<file path="src/rtl/note_mode_ctrl.sv">
// Note-driven mode controller: filters note events, commits mode at frame boundaries,
// and generates the animation step and sweep counters. NOTE_MODE_CTRL_TIMEOUT_EN adds silence timeout.
module note_mode_ctrl #(
  parameter int unsigned screen_width  = 640,
  parameter int unsigned screen_height = 480,
  parameter int unsigned w_x           = $clog2(screen_width),
  parameter int unsigned w_y           = $clog2(screen_height),
  parameter int unsigned step_period   = 1048576,
  parameter int unsigned n_confirm     = 3,
  parameter int unsigned timeout_steps = 64
) (
  input  logic           clk,
  input  logic           rst,
  input  logic           note_vld,
  input  logic [3:0]     note_idx,
  input  logic           frame_start,
  input  logic           key_up,
  input  logic           key_down,
  output logic [1:0]     mode,
  output logic [3:0]     cur_note,
  output logic           step,
  output logic [w_x-1:0] cnt1,
  output logic [w_y-1:0] cnt2,
  output logic           busy
);

  localparam int unsigned    WDiv     = $clog2(step_period);
  localparam logic [WDiv-1:0] DivMax  = WDiv'(step_period - 1);
  localparam logic [WDiv-1:0] DivOne  = WDiv'(1);
  localparam logic [w_x-1:0] XMax     = w_x'(screen_width - 1);
  localparam logic [w_x-1:0] XOne     = w_x'(1);
  localparam logic [w_y-1:0] YMax     = w_y'(screen_height - 1);
  localparam logic [w_y-1:0] YMid     = w_y'(screen_height / 2);
  localparam logic [w_y-1:0] YOne     = w_y'(1);
  localparam logic [3:0]     NConf    = 4'(n_confirm);
  localparam logic [3:0]     NoteNone = 4'hF;

  typedef enum logic [1:0] {StIdle, StTrack, StPending} state_e;

  state_e          state_q, state_d;
  logic [WDiv-1:0] div_q, div_d;
  logic            step_q, step_d;
  logic [w_x-1:0]  cnt1_q, cnt1_d;
  logic [w_y-1:0]  cnt2_q, cnt2_d;
  logic [3:0]      cand_q, cand_d;
  logic [3:0]      match_q, match_d;
  logic [3:0]      pend_q, pend_d;
  logic [3:0]      cur_q, cur_d;
  logic [1:0]      mode_q, mode_d;
  logic            note_ok, confirm, commit, timeout;
  logic [1:0]      pend_mod3;

`ifdef NOTE_MODE_CTRL_TIMEOUT_EN
  localparam int unsigned     WSil   = $clog2(timeout_steps + 1);
  localparam logic [WSil-1:0] SilMax = WSil'(timeout_steps);
  localparam logic [WSil-1:0] SilOne = WSil'(1);
  logic [WSil-1:0] sil_q, sil_d;
`endif

  always_comb begin
    note_ok   = note_vld && (note_idx < 4'd12);
    // Confirm fires only on the note that brings the run to exactly n_confirm.
    confirm   = note_ok && ((note_idx == cand_q) ? (match_q == NConf - 4'd1) : (NConf == 4'd1));
    commit    = (state_q == StPending) && frame_start;
    pend_mod3 = 2'(pend_q % 4'd3);

    div_d  = (div_q == DivMax) ? '0 : div_q + DivOne;
    step_d = (div_q == DivMax);

    cnt1_d = cnt1_q;
    if (step_q) cnt1_d = (cnt1_q == XMax) ? '0 : cnt1_q + XOne;
    if (commit) cnt1_d = '0;

    cnt2_d = cnt2_q;
    if (step_q) begin
      if (cnt2_q == '0 || cnt2_q == YMax)   cnt2_d = YMid;
      else if (key_up && !key_down)         cnt2_d = cnt2_q + YOne;
      else if (key_down && !key_up)         cnt2_d = cnt2_q - YOne;
    end

    cand_d  = cand_q;
    match_d = match_q;
    if (note_ok) begin
      if (note_idx == cand_q) begin
        match_d = (match_q == NConf) ? match_q : match_q + 4'd1;
      end else begin
        cand_d  = note_idx;
        match_d = 4'd1;
      end
    end

`ifdef NOTE_MODE_CTRL_TIMEOUT_EN
    sil_d = sil_q;
    if (step_q && sil_q != SilMax) sil_d = sil_q + SilOne;
    if (note_ok || commit)         sil_d = '0;
    timeout = (state_q == StTrack) && (sil_q == SilMax) && (cur_q != NoteNone) && !note_ok;
`else
    timeout = 1'b0;
`endif

    state_d = state_q;
    pend_d  = pend_q;
    cur_d   = cur_q;
    mode_d  = mode_q;
    unique case (state_q)
      StIdle, StTrack: begin
        if (note_ok) state_d = StTrack;
        if (confirm && note_idx != cur_q) begin
          state_d = StPending;
          pend_d  = note_idx;
        end else if (timeout) begin
          state_d = StPending;
          pend_d  = NoteNone;
        end
      end
      StPending: begin
        // A frame boundary commits the old pending note even if a confirm lands with it.
        if (frame_start) begin
          cur_d   = pend_q;
          mode_d  = (pend_q == NoteNone) ? 2'd3 : pend_mod3;
          state_d = StTrack;
        end else if (confirm && note_idx != pend_q) begin
          pend_d = note_idx;
        end
      end
      default: state_d = StIdle;
    endcase
  end

  always_ff @(posedge clk) begin
    if (!rst) begin
      state_q <= StIdle;
      div_q   <= '0;
      step_q  <= 1'b0;
      cnt1_q  <= '0;
      cnt2_q  <= YMid;
      cand_q  <= NoteNone;
      match_q <= 4'd0;
      pend_q  <= NoteNone;
      cur_q   <= NoteNone;
      mode_q  <= 2'd3;
`ifdef NOTE_MODE_CTRL_TIMEOUT_EN
      sil_q   <= '0;
`endif
    end else begin
      state_q <= state_d;
      div_q   <= div_d;
      step_q  <= step_d;
      cnt1_q  <= cnt1_d;
      cnt2_q  <= cnt2_d;
      cand_q  <= cand_d;
      match_q <= match_d;
      pend_q  <= pend_d;
      cur_q   <= cur_d;
      mode_q  <= mode_d;
`ifdef NOTE_MODE_CTRL_TIMEOUT_EN
      sil_q   <= sil_d;
`endif
    end
  end

  assign mode     = mode_q;
  assign cur_note = cur_q;
  assign step     = step_q;
  assign cnt1     = cnt1_q;
  assign cnt2     = cnt2_q;
  assign busy     = (state_q == StPending);

endmodule

</file>
<file path="config.mk">
export PLATFORM = sky130hd
export DESIGN_NAME = note_mode_ctrl
export DESIGN_NICKNAME = d
export VERILOG_FILES = /design/src/rtl/note_mode_ctrl.sv
export SDC_FILE = /design/constraint.sdc
export NUM_CORES = 1
export LEC_CHECK = 0
export ABC_AREA = 1
export CAP_MARGIN = 30
export CORE_ASPECT_RATIO = 1.25
export CORE_MARGIN = 3
export CORE_UTILIZATION = 45
export CTS_CLUSTER_SIZE = 14
export DETAILED_ROUTE_END_ITERATION = 8
export GPL_TIMING_DRIVEN = 0
export PLACE_DENSITY = 0.67
export SLEW_MARGIN = 10
export SYNTH_ARGS = -nofsm -noshare
export SYNTH_HDL_FRONTEND = slang
export SYNTH_SLANG_ARGS = --single-unit
</file>
<file path="constraint.sdc">
create_clock -name clk -period 2.1 [get_ports clk]
set_input_delay 0.63 -clock clk [delete_from_list [all_inputs] [get_ports clk]]
set_output_delay 0.63 -clock clk [all_outputs]
set_load 0.03 [all_outputs]
</file>
==> parameters.txt <==
Parameter                              Value

Clocking
  Clock-pin slew on the worst setup and hold paths    70 ps
  Number of buffers on the longest clock path    2
  Number of H-tree levels    3
  Sinks on Clock Net    60
  Hold buffers post-CTS    0
  Latest clock arrival within the worst-skew pair    340 ps
  TritonCTS clock tree    built
  Root Buffer    sky130_fd_sc_hd__clkbuf_8
  Number of clock buffers inserted by TritonCTS    9

Power
  Leakage Power    0.002060 uW
  Reg power frac    about 48%
  Switching part of the total power    approximately 26%
  Part of the power in the clock network    roughly 43%
  Combinational group share of total power    under 10%
  Cell area power density    about 560 nW/um^2
  Internal power    roughly 1800 uW
  Total net switching power    between 600 and 700 uW
  IR Drop Worst-Case VDD    0.3442 mV
  Total power    2440 uW

Final layout
  Fraction of final layout cells sized beyond drive strength 1    around 14%
  Post-layout nets    a little under 600
  FILL cells    740
  Antenna diode count    0
  Synth-to-layout area growth    22.62%

Synth
  Distinct cell type count of the synthesized netlist    41
  Commonest register cell after synthesis    sky130_fd_sc_hd__dfxtp_1
  Count of yosys warnings during synthesis    0
  Async set-reset flop share out of synthesis    0%
  Mapped Area    roughly 3600 sq um
  Nets in the synthesized netlist    543
  Post-Synthesis Mean Instance Area    around 6.9 sq um
  EDFF count, synth    0
  Total of flip-flops plus latches after synthesis    60
  Syn Inst Count    518
  Share of the yosys chip area belonging to registers    between 30% and 40%

Global route
  Via count of the first global-routing pass    3169
  Overflow left after global routing    0
  Gr usage total    a little under a fifth
  Antenna violations before repair    0
  Wire length of the first global-routing pass    between 10 and 15 mm
  Pin count of the biggest net entering global routing    12

Drt
  Total number of vias    approximately 3300
  Wire length after detailed routing    roughly 8.1 mm
  Detail Route Antenna Nets    0
  Detailed Route Iter0 Violations    158
  Wire length per cell    between 10 and 15 um
  Average via count per standard cell    around 5.0
  Length of the first detailed-routing pass in iterations    4
  Remaining design rule violation count    0

Worst setup path
  WP data required    roughly 1500 ps
  Signal arrival time at the worst endpoint    roughly 1400 ps
  Depth of the worst register-to-register path    16
  Type of origin of the critical path    register
  Category of the most critical setup path    reg2out
  CP top delay family    buffers and inverters
  Max FO, Critical Path    4
  Chain of cells forming the critical path    clkdlybuf4s50_1
  RR Startpoint    pend_q[3]
  Setup crit end kind    output port
  Worst path slowest cell    sky130_fd_sc_hd__clkdlybuf4s50_1
  Endpoint of the worst register-to-register path    mode[1]
  Internal reg-to-reg setup slack    240 ps
  Critical path buffers and inverters    1
  Slowest cell delay on critical path    between 600 and 700 ps

Timing
  Worst path setup slack after routing    between 70 and 80 ps
  Slew at the pin closest to its max-slew limit    approximately 560 ps
  Fmax achieved    493.6 MHz
  Final Skew    around 8.4 ps
  Final count of pins violating max slew    0
  Total Negative Setup Slacks    0 ps
  Number of hold-slack violations in the final timing report    0
  Fin crit period    between 2000 and 2500 ps
  Worst slew margin relative to its limit    roughly 63%
  Final worst path period share    about 96%
  Count of final setup violators    0

Worst hold path
  Hold path cells    2
  Start point of the worst hold path    div_q[19]
  Min-Delay Endpoint    div_q[19]
  Hold WC Path Type    reg2reg

Place
  HPWL after DPL    a little under 6 mm
  Post-placement worst setup slack    -514.3 ps
  RePlAce Congestion    around 0.84
  Quantity of I/O buffers inserted on ports    35

Floorplan
  Core area    about 7500 sq um
  Starting utilization of the core area    47.38%
  I/O pin cnt    37
  Std-Cell Rows    35
  Area of the die    around 9000 sq um
  Height of the die    roughly 110 um
  Die Span X    approximately 86 um

Status
  Status    finished, final reports clean

Flow run
  Max Cap Viol    0
==> logic make-up after synthesis <==
family / count (synthesis) / share of synthesized area, %
muxes: 1 / 0.2805
xor gates and xnor gates: 20 / 4.909
DFF: 60 / 33.66
AOI/OAI and AO/OA: 56 / 8.906
adders and majority gates: 15 / 5.470
buffers and inverters: 75 / 8.205
and+or+nand+nor: 291 / 38.57
==> sequential cells by signal, indices dropped and copies added (netlist names) <==
name / flops
state_q: 2
cnt2: 9
mode: 2
div_q: 20
cnt1: 10
cand_q: 4
cur_note: 4
match_q: 4
step: 1
pend_q: 4
==> worst max-delay path by stage <==
stage / from / to / slack [ps] / depth (start not counted)
5_1_grt: pend_q[3] / mode[1] / -6 / 16
2_1_floorplan: key_down / cnt2[7] / 170 / 10
6_report: cnt1[9] / cnt1[9] / 70 / 1
3_3_place_gp: key_up / cnt2[4] / -490 / 8
3_5_place_dp: key_up / cnt2[7] / -510 / 10
4_1_cts: key_up / cnt2[8] / -20 / 12
==> metal layers <==
layer | up-vias | global-route usage (%) | wire length (um) | part of all wire [%]
met5 | - | 0 | 0 | 0
met4 | 0 | 8.032 | 118 | 1.5
met3 | 12 | 2.815 | 179 | 2.2
met2 | 43 | 33.94 | 4175 | 51
met1 | 1499 | 22.37 | 3644 | 45
li1 | 1745 | - | - | -
==> layout by cell type, fill, tap and decap left out, drive strengths merged, types with 14 or more instances in the layout <==
cell,count
a21oi,30
ha,14
clkdlybuf4s50,17
dfxtp,60
nor2,65
o21ai,14
nand3,36
inv,70
nand2,163
==> power groups by stage <==
stage / registers, uW / clock network [uW] / logic (uW)
floorplan: 1190 / 0 / 142
global placement: 1190 / 0 / 191
detailed placement: 1190 / 0 / 196
CTS: 1170 / 1090 / 201
global route: 1170 / 1140 / 242
finish: 1170 / 1060 / 214
==> area by class of cell <==
type / instances / area [sq um] / share of cell area, %
Buffer: 5 / 30.03 / 0.6863
Clock buffer: 10 / 137.6 / 3.146
Clock inverter: 6 / 63.81 / 1.458
Inverter: 70 / 262.8 / 6.005
Multi-Input combinational cell: 383 / 2171 / 49.61
Sequential cell: 60 / 1204 / 27.51
Tap cell: 92 / 115.1 / 2.631
Timing Repair Buffer: 38 / 391.6 / 8.951
==> per-stage QoR <==
step | utilization (%) | hold WS [ps] | area (sq um) | std cells
6_report | 58.09 | 473.4 | 4375 | 664
3_3_place_gp | 53.55 | 445.5 | 4034 | 645
5_1_grt | 58.09 | 485.2 | 4375 | 664
4_1_cts | 56.45 | 468.4 | 4252 | 661
3_5_place_dp | 53.55 | 457.8 | 4034 | 645
2_1_floorplan | - | 439.1 | 3568 | 518
==> worst reg2reg max path, stage by stage, from the launching register on <==
cell	delay, ps
sky130_fd_sc_hd__dfxtp_2	350
sky130_fd_sc_hd__inv_2	90
sky130_fd_sc_hd__nand2_2	70
sky130_fd_sc_hd__inv_1	60
sky130_fd_sc_hd__ha_1	140
sky130_fd_sc_hd__inv_1	50
sky130_fd_sc_hd__ha_2	190
sky130_fd_sc_hd__nand2_2	90
sky130_fd_sc_hd__nand2_1	50
sky130_fd_sc_hd__nand2_1	80
sky130_fd_sc_hd__inv_1	40
sky130_fd_sc_hd__ha_1	160
sky130_fd_sc_hd__inv_1	90
sky130_fd_sc_hd__nand3_1	110
sky130_fd_sc_hd__nand2_1	70
sky130_fd_sc_hd__nand2_1	50
sky130_fd_sc_hd__a21oi_1	100
==> cells in the mapped netlist, types with 5 or more instances <==
master	number	area [sq um]
sky130_fd_sc_hd__ha_1	14	175.2
sky130_fd_sc_hd__nand2_2	9	56.30
sky130_fd_sc_hd__nor2_4	5	56.30
sky130_fd_sc_hd__xnor2_1	7	61.31
sky130_fd_sc_hd__nand4_1	6	37.54
sky130_fd_sc_hd__o21ai_0	12	60.06
sky130_fd_sc_hd__xor2_1	13	113.9
sky130_fd_sc_hd__inv_2	8	30.03
sky130_fd_sc_hd__nor2_2	5	31.28
sky130_fd_sc_hd__inv_1	62	232.7
sky130_fd_sc_hd__nand2_1	150	563.0
sky130_fd_sc_hd__a21oi_1	30	150.1
sky130_fd_sc_hd__nand3_1	35	175.2
sky130_fd_sc_hd__nor2_1	55	206.5
sky130_fd_sc_hd__dfxtp_1	60	1201
==> repair_timing <==
item | CTS | global route
gates resized for setup | 13 | 30
hold endpoints to repair | 0 | 0
pin swaps | 0 | 3
buffers inserted | 0 | 3
endpoints found under the setup margin | 13 | 16
(Power assumes the default switching activity.)
==> RTL change (same flow settings) <==
Re-encode `state_e` (3 states) as one-hot, 3 bits wide.
--- a/src/rtl/note_mode_ctrl.sv
+++ b/src/rtl/note_mode_ctrl.sv
@@ -37,3 +37,3 @@
 
-  typedef enum logic [1:0] {StIdle, StTrack, StPending} state_e;
+  typedef enum logic [2:0] {StIdle = 3'b001, StTrack = 3'b010, StPending = 3'b100} state_e;
 
Check against the original RTL: no difference found for any inputs over 10 cycles, from zero or initial values and one cycle with rst low; not proved beyond that.
==> RTL change against the original RTL <==
Area after synthesis fell by 4.5%. First-iteration DRC count decreased by 24%. Worst setup slack lost 0.028 ns. Power grew 8.6%. Global-route usage down 0.89 points. Final area down 2.6%. Sequential cell count grew 1. Wire length fell by 9.7%. Critical path depth did not move. Clock power increased by 10%. Critical path type unchanged. Critical endpoint is now cnt2[0].
==> RTL change: results (changes against the original RTL) <==
metric,value,unit,change
result of the run,completed,,
DR vias,3158,,-4.3%
"IR drop worst, VDD",0.0004329,V,+26%
via count of the first global-routing pass,3018,,-4.8%
Iteration-0 DRC Markers,120,,-24%
number of nets in the synthesized netlist,509,,-6.3%
critical hold path startpoint,div_q[0]$_SDFF_PP0_,,
Hold Worst Slack,0.4549,ns,-0.01846 ns
maximum number of pins on one net before global-route repair,11,,-1
post-placement cell area,0.003882,sq mm,-3.8%
"Most flops, register",div_q,,
cts bufs inserted,9,,unchanged
Compound-Gate Fraction of Synth Area,0.08483,,-0.004227
Worst Reg-to-Reg Cells,14,,-2
Post-Layout Cell Count,632,,-4.8%
Hold Crit Depth,1,,-1
CP Data Arrival Time,1.42,ns,+0.02 ns
final WL,7332,um,-9.7%
first-pass GRT wire length,12820,um,-8.7%
list of most frequent post-synthesis cells,"nand2_1, dfxtp_1, inv_1",,
clock skew after layout,0.007118,ns,-0.001318 ns
mux share of post-synthesis cell area,0,,-0.002805
"reg-to-reg slack, setup",0.19,ns,-0.05 ns
buffer type at the clock tree root,clkbuf_8,,
endpoint of the worst hold path,div_q[0]$_SDFF_PP0_,,
Max-slew headroom,0.6714,,+0.04314
sequential-to-total area share from yosys stat,0.3584,,+0.02182
pre-CTS WS,-0.6368,ns,-0.1224 ns
Yosys cell types,34,,-17%
synthesized-area fraction occupied by adder cells,0.06096,,+0.006264
Layout Nets,563,,-4.9%
total global-route track usage,0.1816,,-0.008942
# placed instances,609,,-5.6%
xor/xnor share of the synthesized area,0.06684,,+0.01775
gpl congestion,0.8048,,-4.6%
Mapped Cells,483,,-6.8%
launching instance or port of the critical path,cnt2[0]$_SDFFE_PN0P_,,
leakage power of the design,1.930,nW,-6.3%
cell types occupying the most area after synthesis,"dfxtp_1, nand2_1, inv_1",,
share of post-route cells with drive strength above 1,0.1218,,-0.01984
hpwl dp,5545,um,-7.1%
count of buffers inserted at the top-level ports,36,,+2.9%
source of the worst register-to-register timing path,pend_q[3]$_SDFFE_PN1P_,,
capture point of the worst reg-to-reg path,mode[0]$_SDFFE_PN1P_,,
Synth async-reset ratio,0,,unchanged
[RTL change: cell types whose count changed after synthesis, moves of 6 or more]
cell / delta
nand2_1: -22
nor3_1: +7
nor2_2: +7
nand2_2: -7
inv_2: -8
xnor2_1: +6
[RTL change: worst max path at each step]
stage | to | slack, ns | cells after the start
after floorplan | cnt2[6]$_SDFFE_PN1P_ | 0.08 | 10
after global placement | cnt2[6]$_SDFFE_PN1P_ | -0.64 | 11
after detailed placement | cnt2[6]$_SDFFE_PN1P_ | -0.64 | 11
after CTS | pend_q[3]$_SDFFE_PN1P_ | 0.01 | 9
after global routing | cnt2[0] | 0.003 | 1
final | cnt2[0] | 0.05 | 1
[RTL change: kinds of logic (layout without fill, tap and decap cells)]
| kind of cell | after synthesis | in the layout |
|---|---|---|
| fa+ha+maj | 16 | 16 |
| buf+inv | 67 | 126 |
| xor+xnor | 26 | 26 |
| simple gates | 262 | 262 |
| flops | 61 | 61 |
| compound gates | 51 | 51 |
[RTL change: area by class of cell]
type | instances | area (sq um)
tap | 90 | 112.6
clock buffer | 14 | 192.7
multi-input combinational | 355 | 1984
buffer | 5 | 35.03
timing repair buffer | 43 | 441.7
clock inverter | 2 | 37.54
sequential | 61 | 1226
inverter | 62 | 232.7
fill | 664 | 2884
[RTL change: power by group]
| part | switching (mW) | internal [mW] |
|---|---|---|
| clock | 0.456 | 0.710 |
| combinational | 0.154 | 0.115 |
| sequential | 0.0248 | 1.19 |
| total | 0.635 | 2.02 |
[RTL change: repair_timing]
action,in CTS,in global routing
setup buffers,6,1
hold buffers,0,0
pin swaps,6,2
setup endpoints to repair,17,15
resized for setup,21,17
cloned,0,0
[RTL change: per-layer routing]
metal	part of all wire	track usage
met5	0	0
met4	0.021	0.08292
met3	0.028	0.03328
met2	0.50	0.3319
met1	0.45	0.2076
